File: src/rtl/aeolus_pkg.sv
// Shared definitions for the Aeolus multi-cycle core: opcodes, FSM states
// and the bit positions of the {ZF, CF, SF} flag vector.
package aeolus_pkg;

  localparam logic [3:0] OP_NOP = 4'h0;
  localparam logic [3:0] OP_LDA = 4'h1;
  localparam logic [3:0] OP_LDB = 4'h2;
  localparam logic [3:0] OP_LDO = 4'h3;
  localparam logic [3:0] OP_ADD = 4'h4;
  localparam logic [3:0] OP_SUB = 4'h5;
  localparam logic [3:0] OP_AND = 4'h6;
  localparam logic [3:0] OP_OR  = 4'h7;
  localparam logic [3:0] OP_XOR = 4'h8;
  localparam logic [3:0] OP_INV = 4'h9;
  localparam logic [3:0] OP_CLR = 4'hA;
  localparam logic [3:0] OP_LSH = 4'hB;
  localparam logic [3:0] OP_RSH = 4'hC;
  localparam logic [3:0] OP_JMP = 4'hD;
  localparam logic [3:0] OP_JNZ = 4'hE;
  localparam logic [3:0] OP_HLT = 4'hF;

  typedef enum logic [1:0] {
    S_FETCH  = 2'd0,
    S_DECODE = 2'd1,
    S_EXEC   = 2'd2,
    S_HALT   = 2'd3
  } state_t;

  localparam int FLAG_Z = 2;
  localparam int FLAG_C = 1;
  localparam int FLAG_S = 0;

endpackage

File: src/rtl/aeolus_alu.sv
// Combinational ALU for the accumulator opcodes (ADD..RSH): produces the new
// ACC value and the updated flag vector; flags not touched by an op pass through.
module aeolus_alu
  import aeolus_pkg::*;
#(
  parameter int ACC_WIDTH = 8
) (
  input  logic [3:0]           i_op,
  input  logic [ACC_WIDTH-1:0] i_a,
  input  logic [ACC_WIDTH-1:0] i_b,
  input  logic [ACC_WIDTH-1:0] i_acc,
  input  logic [2:0]           i_flags,
  output logic [ACC_WIDTH-1:0] o_result,
  output logic [2:0]           o_flags,
  output logic                 o_acc_wr
);

  logic [ACC_WIDTH:0] w_sum;

  assign w_sum    = {1'b0, i_a} + {1'b0, i_b};
  assign o_acc_wr = (i_op >= OP_ADD) && (i_op <= OP_RSH);

  always_comb begin
    o_result = '0;
    o_flags  = i_flags;
    case (i_op)
      OP_ADD: begin
        o_result        = w_sum[ACC_WIDTH-1:0];
        o_flags[FLAG_C] = w_sum[ACC_WIDTH];
      end
      OP_SUB: begin
        o_result        = i_a - i_b;
        o_flags[FLAG_C] = (i_a < i_b);
      end
      OP_AND: o_result = i_a & i_b;
      OP_OR:  o_result = i_a | i_b;
      OP_XOR: o_result = i_a ^ i_b;
      OP_INV: o_result = ~i_a;
      OP_CLR: o_result = '0;
      OP_LSH: begin
        o_result        = i_acc << 1;
        o_flags[FLAG_S] = i_acc[ACC_WIDTH-1];
      end
      OP_RSH: begin
        o_result        = i_acc >> 1;
        o_flags[FLAG_S] = i_acc[0];
      end
      default: o_result = '0;
    endcase
    if (o_acc_wr) o_flags[FLAG_Z] = (o_result == '0);
  end

endmodule

File: src/rtl/aeolus_multicycle_core.sv
// Aeolus multi-cycle CPU: FETCH/DECODE/EXECUTE sequencer over a synchronous
// instruction ROM, with A/B/ACC/O registers, jumps, halt and Z/C/S flags.
module aeolus_multicycle_core
  import aeolus_pkg::*;
#(
  parameter int IN_WIDTH    = 4,
  parameter int ACC_WIDTH   = 8,
  parameter int ADDR_WIDTH  = 4,
  parameter int INSTR_WIDTH = 4 + ADDR_WIDTH
) (
  input  logic                   clk,
  input  logic                   reset,
  input  logic                   run,
  input  logic [2*IN_WIDTH-1:0]  switches,
  output logic [ADDR_WIDTH-1:0]  rom_addr,
  input  logic [INSTR_WIDTH-1:0] rom_data,
  output logic [ACC_WIDTH-1:0]   cpu_out,
  output logic [2:0]             flags,
  output logic                   halted
);

  state_t                 r_state;
  logic [ADDR_WIDTH-1:0]  r_pc;
  logic [INSTR_WIDTH-1:0] r_ir;
  logic [IN_WIDTH-1:0]    r_a;
  logic [IN_WIDTH-1:0]    r_b;
  logic [ACC_WIDTH-1:0]   r_acc;
  logic [ACC_WIDTH-1:0]   r_o;
  logic [2:0]             r_flags;
  logic                   r_halted;

  logic [3:0]             w_op;
  logic [ADDR_WIDTH-1:0]  w_operand;
  logic [ADDR_WIDTH-1:0]  w_pc_inc;
  logic [ACC_WIDTH-1:0]   w_a_ext;
  logic [ACC_WIDTH-1:0]   w_b_ext;
  logic [ACC_WIDTH-1:0]   w_alu_result;
  logic [2:0]             w_alu_flags;
  logic                   w_alu_wr;

  assign w_op      = r_ir[INSTR_WIDTH-1 -: 4];
  assign w_operand = r_ir[ADDR_WIDTH-1:0];
  assign w_pc_inc  = r_pc + ADDR_WIDTH'(1);
  assign w_a_ext   = {{(ACC_WIDTH-IN_WIDTH){1'b0}}, r_a};
  assign w_b_ext   = {{(ACC_WIDTH-IN_WIDTH){1'b0}}, r_b};

  assign rom_addr = r_pc;
  assign cpu_out  = r_o;
  assign flags    = r_flags;
  assign halted   = r_halted;

  aeolus_alu #(
    .ACC_WIDTH(ACC_WIDTH)
  ) u_alu (
    .i_op    (w_op),
    .i_a     (w_a_ext),
    .i_b     (w_b_ext),
    .i_acc   (r_acc),
    .i_flags (r_flags),
    .o_result(w_alu_result),
    .o_flags (w_alu_flags),
    .o_acc_wr(w_alu_wr)
  );

  // Reset is the first branch so it cancels whatever EXECUTE would commit.
  always_ff @(posedge clk) begin
    if (reset) begin
      r_state  <= S_FETCH;
      r_pc     <= '0;
      r_ir     <= '0;
      r_a      <= '0;
      r_b      <= '0;
      r_acc    <= '0;
      r_o      <= '0;
      r_flags  <= '0;
      r_halted <= 1'b0;
    end else begin
      case (r_state)
        S_FETCH: begin
          if (run) r_state <= S_DECODE;
        end
        S_DECODE: begin
          r_ir    <= rom_data;
          r_state <= S_EXEC;
        end
        S_EXEC: begin
          r_state <= S_FETCH;
          r_pc    <= w_pc_inc;
          if (w_alu_wr) begin
            r_acc   <= w_alu_result;
            r_flags <= w_alu_flags;
          end
          case (w_op)
            OP_LDA: r_a <= switches[2*IN_WIDTH-1 -: IN_WIDTH];
            OP_LDB: r_b <= switches[IN_WIDTH-1:0];
            OP_LDO: r_o <= r_acc;
            OP_JMP: r_pc <= w_operand;
            OP_JNZ: if (r_acc != '0) r_pc <= w_operand;
            OP_HLT: begin
              r_pc     <= r_pc;
              r_state  <= S_HALT;
              r_halted <= 1'b1;
            end
            default: ;
          endcase
        end
        S_HALT: ;
        default: r_state <= S_FETCH;
      endcase
    end
  end

endmodule
File: config.mk
export PLATFORM = sky130hd
export DESIGN_NAME = aeolus_multicycle_core
export DESIGN_NICKNAME = d
export VERILOG_FILES = /design/src/rtl/aeolus_pkg.sv /design/src/rtl/aeolus_alu.sv /design/src/rtl/aeolus_multicycle_core.sv
export SDC_FILE = /design/constraint.sdc
export NUM_CORES = 1
export LEC_CHECK = 0
export CAP_MARGIN = 20
export CORE_UTILIZATION = 46
export DETAILED_ROUTE_END_ITERATION = 7
export PLACE_DENSITY = 0.72
export SLEW_MARGIN = 20
export SYNTH_ARGS = -nofsm -noshare
export SYNTH_HDL_FRONTEND = slang
export SYNTH_SLANG_ARGS = --single-unit
File: constraint.sdc
create_clock -name clk -period 2.1 [get_ports clk]
set_clock_uncertainty 0.15 [all_clocks]
set_input_delay 0.42 -clock clk [delete_from_list [all_inputs] [get_ports clk]]
set_output_delay 0.42 -clock clk [all_outputs]
set_load 0.01 [all_outputs]
======== Word-level counts from Yosys, hierarchy flattened ========
Cells that the tools add are included.
cells by class
  bitwise logic cells ..................... 5
  muxes and demuxes ....................... 8
  eq/ne operators ......................... 17
  magnitude comparators ................... 3
  reduce and logical (&&, ||, !) cells .... 16
  shifts and indexed selects .............. 0
  $add $sub $neg .......................... 3
  div/mod/pow operators ................... 0
  multiply operators ...................... 0
operator list
  operator                                                number
  one-hot mux 8 bit (8 select lines)                      1
  == test 4 bit (second input constant)                   7
  == test 4 x 3 -> 1 bit (second input constant)          4
  AND reduction 2 bit                                     7
  one-hot mux 4 bit (3 select lines)                      1
  == test 4 x 2 -> 1 bit (second input constant)          2
  zero test 8 bit                                         1
  NOT 4 -> 8 bit                                          1
  nonzero test 8 bit                                      1
  one-hot mux 2 bit (3 select lines)                      1
  AND reduction 3 bit                                     2
  adder 4 x 4 -> 5 bit                                    1
  subtractor 4 x 4 -> 5 bit                               1
  adder 4 x 1 -> 4 bit (second input constant)            1
  AND 4 bit                                               1
  == test 4 x 1 -> 1 bit (second input constant)          1
  >= comparator 4 x 3 -> 1 bit (second input constant)    1
  less-or-equal comparator 4 bit (second input constant)  1
  < comparator 4 bit                                      1
  2-to-1 mux 2 bit                                        2
  2-to-1 mux 4 bit                                        1
  bitwise OR 4 bit                                        1
  one-hot mux 1 bit (2 select lines)                      2
  nonzero test 2 bit                                      2
  other kinds (8)                                         8
word-level totals
  memories ................................ 0
  RAM bits ................................ 0
  word-level logic and storage cells ...... 63
  ROM bits ................................ 0
  bits of input ports ..................... 19
  output and inout port bits .............. 16
  bits in latches ......................... 0
  register bits ........................... 42

======== Longest topological paths before layout ========
  word-level depth ........................ 3
  depth in mapped cells ................... 8
  mapped depth without buffers ............ 8

======== Cells and area by module ========
Synthesis repeated with hierarchy kept, for this count alone.
second synthesis, totals
  cells, all modules ...................... 416
  area, all modules ....................... 3,291.9 um^2
modules (own cells, without submodules)
  module                  cells an instance  area each (um^2)  sequential area each (um^2)  instances
  aeolus_multicycle_core  191                1,769.2           840.8                        1
  aeolus_alu              225                1,522.7           0.0                          1

======== Worst setup path before layout ========
No wires, ideal clock.
  kind .................................... register to register
  from .................................... register r_a[0]
  to ...................................... register r_flags[2], in the netlist flags[2]
  setup slack ............................. 0.095 ns
  setup time .............................. 0.087 ns
  clock period less this slack ............ 2.005 ns
  cell stages (with the launch flop) ...... 9
  data required time ...................... 1.863 ns
  path buffers ............................ 0
  data arrival time ....................... 1.768 ns
  cell sequence ........................... dfxtp_1 inv_1 ha_1 fa_1 o21bai_1 a2111o_1 nor3b_1 nand4_1 o31ai_1
between the ends
  cells in the longest elaborated chain, start to end .. 3
  elaborated cells on any way between the ends .. 8
  those cells by class .................... add/sub (2); mux (1); bitwise (4); reduce/logical (1)
RTL lines
  what                                                     line                          source
  start, declared                                          aeolus_multicycle_core.sv:25  logic [IN_WIDTH-1:0] r_a;
  start signal, assigned                                   aeolus_multicycle_core.sv:94  OP_LDA: r_a <= switches[2*IN_WIDTH-1 -: IN_WIDTH];
  subtractor 4 x 4 -> 5 bit, or another cell as far along  aeolus_alu.sv:32              o_result = i_a - i_b;
  one-hot mux 8 bit (8 select lines) (*)                   aeolus_alu.sv:26              case (i_op)
  zero test 8 bit (*)                                      aeolus_alu.sv:50              if (o_acc_wr) o_flags[FLAG_Z] = (o_result == '0);
  end signal, assigned                                     aeolus_multicycle_core.sv:91  r_flags <= w_alu_flags;
  end, declared                                            aeolus_multicycle_core.sv:29  logic [2:0] r_flags;
Every way passes the cells marked *; elsewhere a longest branch is shown, timed or not.
A chain may end at the register's enable or synchronous reset.

======== Worst setup path in the final report ========
Same ends and word-level chain as after synthesis.

==> results.tsv <==
metric	value	unit
Post-Route Utilization	0.640	
startpoint types	flop	
crit share post-route	0.997	
Yosys cell types	52	
iteration count of the initial detailed-routing pass	4	
routed length per instance	14.8	um
wire length of the first global-routing pass	10.7	mm
CTS root buffer	clkbuf_8	
hold depth	2	
Inserted Diodes	0	
Max Cap Viol	0	
Avg Synthesized Cell Area	8.61	sq um
H-tree depth	2	
RSZ-0062 raised after global routing	true	
Least-Margin Pin Slew	0.579	ns
WHS	0.313	ns
Gate Count Post-Synth	296	
Peak VDD IR	419	uV
synth top area cells	dfxtp_1, mux2i_1, ha_1	
Post-synth EDFFs	0	
Initial Util	0.487	
post-synth top area share	0.330	
vias per inst	5.49	
clk_lat worst skew	0.30	ns
fraction of registers with async set/reset	0	
Top FF cell, synth	dfxtp_1	
hpwl dp	4.67	mm
Hold Vio Cnt, Final	0	
Max Clk Rate	0.478	GHz
chip height	76.5	um
final setup vio count	0	
pwr dens	537	mW/mm^2
PortBufs	34	
GRT overflow	0	
Reg2Reg Depth	8	
min setup slack post-route	0.00652	ns
Post-Synthesis Cell Area	0.00255	sq mm
Die W	76.5	um
WP data required	2.16	ns
Iter 0 DRT Violations	147	
TNS Setup	0	ns
post-route ant nets	0	
syn nets	334	
Clock Tree Buf Depth	2	
initial antenna violation count	0	
Ys Warns	0	
LEAKAGE	1.32	nW
CP arrival	2.15	ns
CP Class	flop to flop	
cell taking the most area after synthesis	dfxtp_1	
final wirelength	6.32	mm
Remaining DRCs	0	
Placer Congestion	0.883	
fin nets	394	
Synth-to-Final Area Change	31.5	%
status	finished, final reports clean	
crit-path max FO	3	
number of global-route vias before repair	2290	
CTS buffer count	5	
total die area	0.00585	sq mm
CTS tree	yes	
I/O pin count	35	
sequential area share after synthesis	0.330	
Setup WS pre-CTS	-0.0738	ns
slew margin rel.	0.604	
via count	2343	
Setup crit end kind	flop	
Clock Sinks	42	
pin count of the biggest net entering global routing	21	
synthesized flop and latch total	42	
Pins Over Slew Limit	0	
layout cells sized above 1	0.199	
FP Rows	26	
All-Layer GR Usage	0.227	
Worst-path clk slew	0.08	ns
core box area	0.00524	sq mm
total chip power	1.80	mW
fin crit period	2.09	ns
worst min path class	flop to flop	
state kept, by name (all words and copies together), names as in the netlist, 2 cells and up:
name      count
r_state       2
flags         3
r_acc         8
r_a           4
cpu_out       8
rom_addr      4
r_b           4
r_ir          8
final cells by class:
class | instances | area, sq um
fill | 456 | 1880
multi-input combinational | 216 | 1610
sequential | 42 | 845
timing repair buffer | 72 | 638
tap | 70 | 87.6
clock buffer | 7 | 76.3
inverter | 19 | 71.3
clock inverter | 1 | 30.0
metrics by stage:
stage | cell area, sq um | std cells
after floorplan | 2550 | 296
after global placement | 3160 | 416
after detailed placement | 3160 | 416
after CTS | 3310 | 424
after global routing | 3350 | 427
final | 3350 | 427
synth_stat cells (3+ instances only):
library cell and count:
o211a_1 3, a21oi_1 11, o21ai_0 5, or3b_2 5
a31oi_1 5, nand4_1 3, mux2i_1 27, clkbuf_1 10
a211oi_1 14, nand3b_1 4, dfxtp_1 42, nand2b_1 11
nor2_1 41, nand2_1 16, nor3_1 4, buf_2 8
nand3_1 7, inv_1 19, ha_1 17
power by group:
part	leakage, nW	internal [mW]	switching, mW
clock network	0.0524	0.356	0.270
logic	0.924	0.162	0.150
registers	0.341	0.824	0.0389
total	1.32	1.34	0.458
worst max-delay path, cell delays in order (launching register included):
cell and delay, ns:
dfxtp_1 0.32, buf_4 0.15, ha_4 0.17, fa_1 0.43
nor2_1 0.12, a211oi_1 0.07, a2111oi_2 0.27, nand4_1 0.13
o31ai_1 0.21
per-layer routing:
layer	track usage	routed length [um]
met1	0.285	2950
met5	0	0
met4	0.0788	136
met3	0.0455	268
met2	0.385	2960
timing repair:
| action | CTS | global route |
|---|---|---|
| setup buffers | 0 | 3 |
| endpoints found under the hold margin | 0 | 0 |
| pin swaps | 1 | 1 |
| hold buffers | 0 | 0 |
| resized for setup | 8 | 7 |
| endpoints found under the setup margin | 2 | 8 |
| gates cloned | 0 | 0 |
cell families (layout without fill, tap and decap cells):
family | count (synthesis) | count (layout) | share of synthesized area
and+or+nand+nor | 105 | 105 | 0.213
AOI/OAI and AO/OA | 64 | 64 | 0.185
DFF | 42 | 42 | 0.330
buffers and inverters | 38 | 99 | 0.0628
muxes | 27 | 27 | 0.106
adders and majority gates | 19 | 19 | 0.0991
xor gates and xnor gates | 1 | 1 | 0.00344
layout by cell type (no fill, tap or decap), types with 3 or more instances in the layout:
| master | netlist | final |
|---|---|---|
| ha_1 | 17 | 13 |
| ha_2 | 0 | 3 |
| clkdlybuf4s50_1 | 0 | 34 |
| dfxtp_2 | 0 | 3 |
| nand2_1 | 16 | 16 |
| a211oi_1 | 14 | 13 |
| nand2b_1 | 11 | 11 |
| clkbuf_8 | 0 | 5 |
| o21ai_0 | 5 | 5 |
| nand3_1 | 7 | 7 |
| dfxtp_1 | 42 | 39 |
| mux2i_1 | 27 | 27 |
| buf_4 | 0 | 37 |
| a21oi_1 | 11 | 11 |
| o211a_1 | 3 | 3 |
| nor2_1 | 41 | 41 |
| inv_1 | 19 | 19 |
| or3b_2 | 5 | 5 |
| nand3b_1 | 4 | 4 |
| nor3_1 | 4 | 4 |
| nand4_1 | 3 | 3 |
| a31oi_1 | 5 | 5 |
final timing paths:
check	start	slack (ns)	endpoint
worst max-delay path	r_a[0]$_SDFFE_PP0P_	0.007	flags[2]$_SDFFE_PP0P_
worst min-delay path	flags[1]$_SDFFE_PP0P_	0.31	flags[1]$_SDFFE_PP0P_
worst max register to register	r_a[0]$_SDFFE_PP0P_	0.007	flags[2]$_SDFFE_PP0P_
worst min register to register	flags[1]$_SDFFE_PP0P_	0.31	flags[1]$_SDFFE_PP0P_
Power figures use the tool's default switching activity.
==> RTL edit: new RTL, config.mk and constraints unchanged <==
`ACC_WIDTH` is set to 8 in 2 places; all go to 10.
--- a/src/rtl/aeolus_alu.sv
+++ b/src/rtl/aeolus_alu.sv
@@ -3,7 +3,7 @@
 module aeolus_alu
   import aeolus_pkg::*;
 #(
-  parameter int ACC_WIDTH = 8
+  parameter int ACC_WIDTH = 10
 ) (
   input  logic [3:0]           i_op,
   input  logic [ACC_WIDTH-1:0] i_a,
--- a/src/rtl/aeolus_multicycle_core.sv
+++ b/src/rtl/aeolus_multicycle_core.sv
@@ -4,7 +4,7 @@
   import aeolus_pkg::*;
 #(
   parameter int IN_WIDTH    = 4,
-  parameter int ACC_WIDTH   = 8,
+  parameter int ACC_WIDTH   = 10,
   parameter int ADDR_WIDTH  = 4,
   parameter int INSTR_WIDTH = 4 + ADDR_WIDTH
 ) (
Ports: changed (resized cpu_out); port bits go from 35 to 37. The function was not compared with the original's and may differ.
==> RTL edit against the unedited design <==
  * The flow now finishes with violations (setup timing)
  * Sequential share of layout area up 0.86 points
  * Area after synthesis rose by 4.0%
  * Sequential cell count grew 4
  * Highest routed layer unchanged
  * Critical path type unchanged
  * Hold slack lost 0.0014 ns
  * Wire length rose by 9.0%
  * Power grew 4.6%
  * Cell area rose by 6.9%
  * Setup slack worse by 0.24 ns
==> RTL edit: results (changes against the unedited design) <==
Fin Setup TNS=-0.234 ns (was 0 ns); Detailed Route Iter0 Violations=109 (was 147); gpl congestion=0.901 (was 0.883); Worst R2R Path Depth=8 (unchanged); CP arrival=2.39 ns (was 2.15 ns); met1 Track Usage GR=31.4% (was 28.5%); Top Layer Used=met4 (unchanged); CTS max path bufs=2 (unchanged); Yosys cell types=48 (was 52); share of layout cells above drive strength 1=20.7% (was 19.9%); Fin. Hold Viols=0 (unchanged); Post-Place Worst Slack=-0.204 ns (was -0.0738 ns); GR met3 Demand/Resource=5.06% (was 4.55%); CTS root buf=clkbuf_8 (unchanged); dpl cells=451 (was 416); number of diodes=0 (unchanged); Clock Latency Late Sink=0.30 ns (about the same); Syn Inst Count=315 (was 296); final count of negative-setup-slack endpoints=1 (was 0); Final WS setup=-0.234 ns (was 0.00652 ns); Met1 Wirelength=3210 um (was 2950 um); Worst path max stage delay=0.49 ns (was 0.43 ns); wire per inst=15.0 um (was 14.8 um); Worst Tran Pin Value=0.340 ns (was 0.579 ns); total clock buffers created by CTS=5 (unchanged); largest net degree at the start of global routing=47 (was 21); final net count=424 (was 394); Worst-path clk slew=0.09 ns; ys async rst share=0% (unchanged); gr usage total=24.2% (was 22.7%); Ys Warns=0 (unchanged); DP HPWL=5250 um (was 4670 um); P_leak=1.35 nW (was 1.32 nW); switching power=0.515 mW (was 0.458 mW); initial antenna violation count=0 (unchanged); number of global-route vias before repair=2407 (was 2290); most frequent cells after synthesis=nor2_1, dfxtp_1, mux2i_1, nand2_1 (was dfxtp_1, nor2_1, mux2i_1, inv_1, ha_1); Peak VDD IR=0.424 mV (was 0.419 mV); first-pass GRT wire length=11400 um (was 10700 um); register area share after synthesis=34.7% (was 33.0%); Post-Syn Nets=353 (was 334); failing checks=setup timing; via count=2491 (was 2343); met3 WL=310 um (was 268 um); # port buffers=36 (was 34); routed wl met2=3250 um (was 2960 um); Most used DFF post-synth=dfxtp_1 (unchanged); drt total wl=6880 um (was 6320 um); Max H-tree Level=2 (unchanged); Crit path max-delay family=adder cells (unchanged); GR Util met2=40.2% (was 38.5%); Worst Hold Depth=2 (unchanged); cell types occupying the most area after synthesis=dfxtp_1, mux2i_1, nor2_1 (was dfxtp_1, mux2i_1, ha_1); dpl cell area=3390 um2 (was 3160 um2); slowest cell on the critical path=fa_1 (unchanged); Hold/Removal Path Class=flop to flop (unchanged); status=complete, but fails checks (was complete, no violations)
-- RTL edit: cell types whose count changed after synthesis, moves of 4 or more --
cell / delta
nor2_1: +21
mux2i_1: +5
nand2b_1: -5
o21ai_0: +5
or3b_2: -5
a211oi_1: -4
dfxtp_1: +4
nand2_1: +4
-- RTL edit: path summary, 6_finish.rpt --
check	startpoint	slack, ns	end
worst min-delay path	flags[1]	0.31	flags[1]
worst max register to register	r_a[0]	-0.23	flags[2]
worst max-delay path	r_a[0]	-0.23	flags[2]
worst min register to register	flags[1]	0.31	flags[1]
-- RTL edit: kinds of logic (layout without fill, tap and decap cells) --
| group | after synthesis | in the layout | synth area share (%) |
|---|---|---|---|
| simple gates | 113 | 113 | 19.5 |
| buf+inv | 35 | 107 | 5.66 |
| fa+ha+maj | 19 | 19 | 9.53 |
| mux | 34 | 34 | 12.9 |
| flops | 46 | 46 | 34.7 |
| xor+xnor | 2 | 2 | 0.660 |
| compound gates | 66 | 66 | 17.0 |
-- RTL edit: what timing repair did --
| action | in CTS | in global routing |
|---|---|---|
| setup endpoints to repair | 6 | 12 |
| gates cloned | 0 | 0 |
| gates resized for setup | 5 | 15 |
| buffers inserted | 1 | 0 |
| pin swaps | 0 | 6 |
-- RTL edit: power groups by stage --
stage	clock [mW]	sequential, mW	combinational (mW)
global route	0.654	0.941	0.375
CTS	0.619	0.935	0.335
floorplan	0	0.939	0.203
finish	0.605	0.935	0.344
global placement	0	0.955	0.327
detailed placement	0	0.956	0.331
-- RTL edit: cell type report --
cell class | count | area, um2
clock buffer | 7 | 96.3
clock inverter | 1 | 8.76
fill | 496 | 1960
inverter | 17 | 63.8
multi-input combinational | 234 | 1660
sequential | 46 | 933
tap | 72 | 90.1
timing repair buffer | 82 | 734
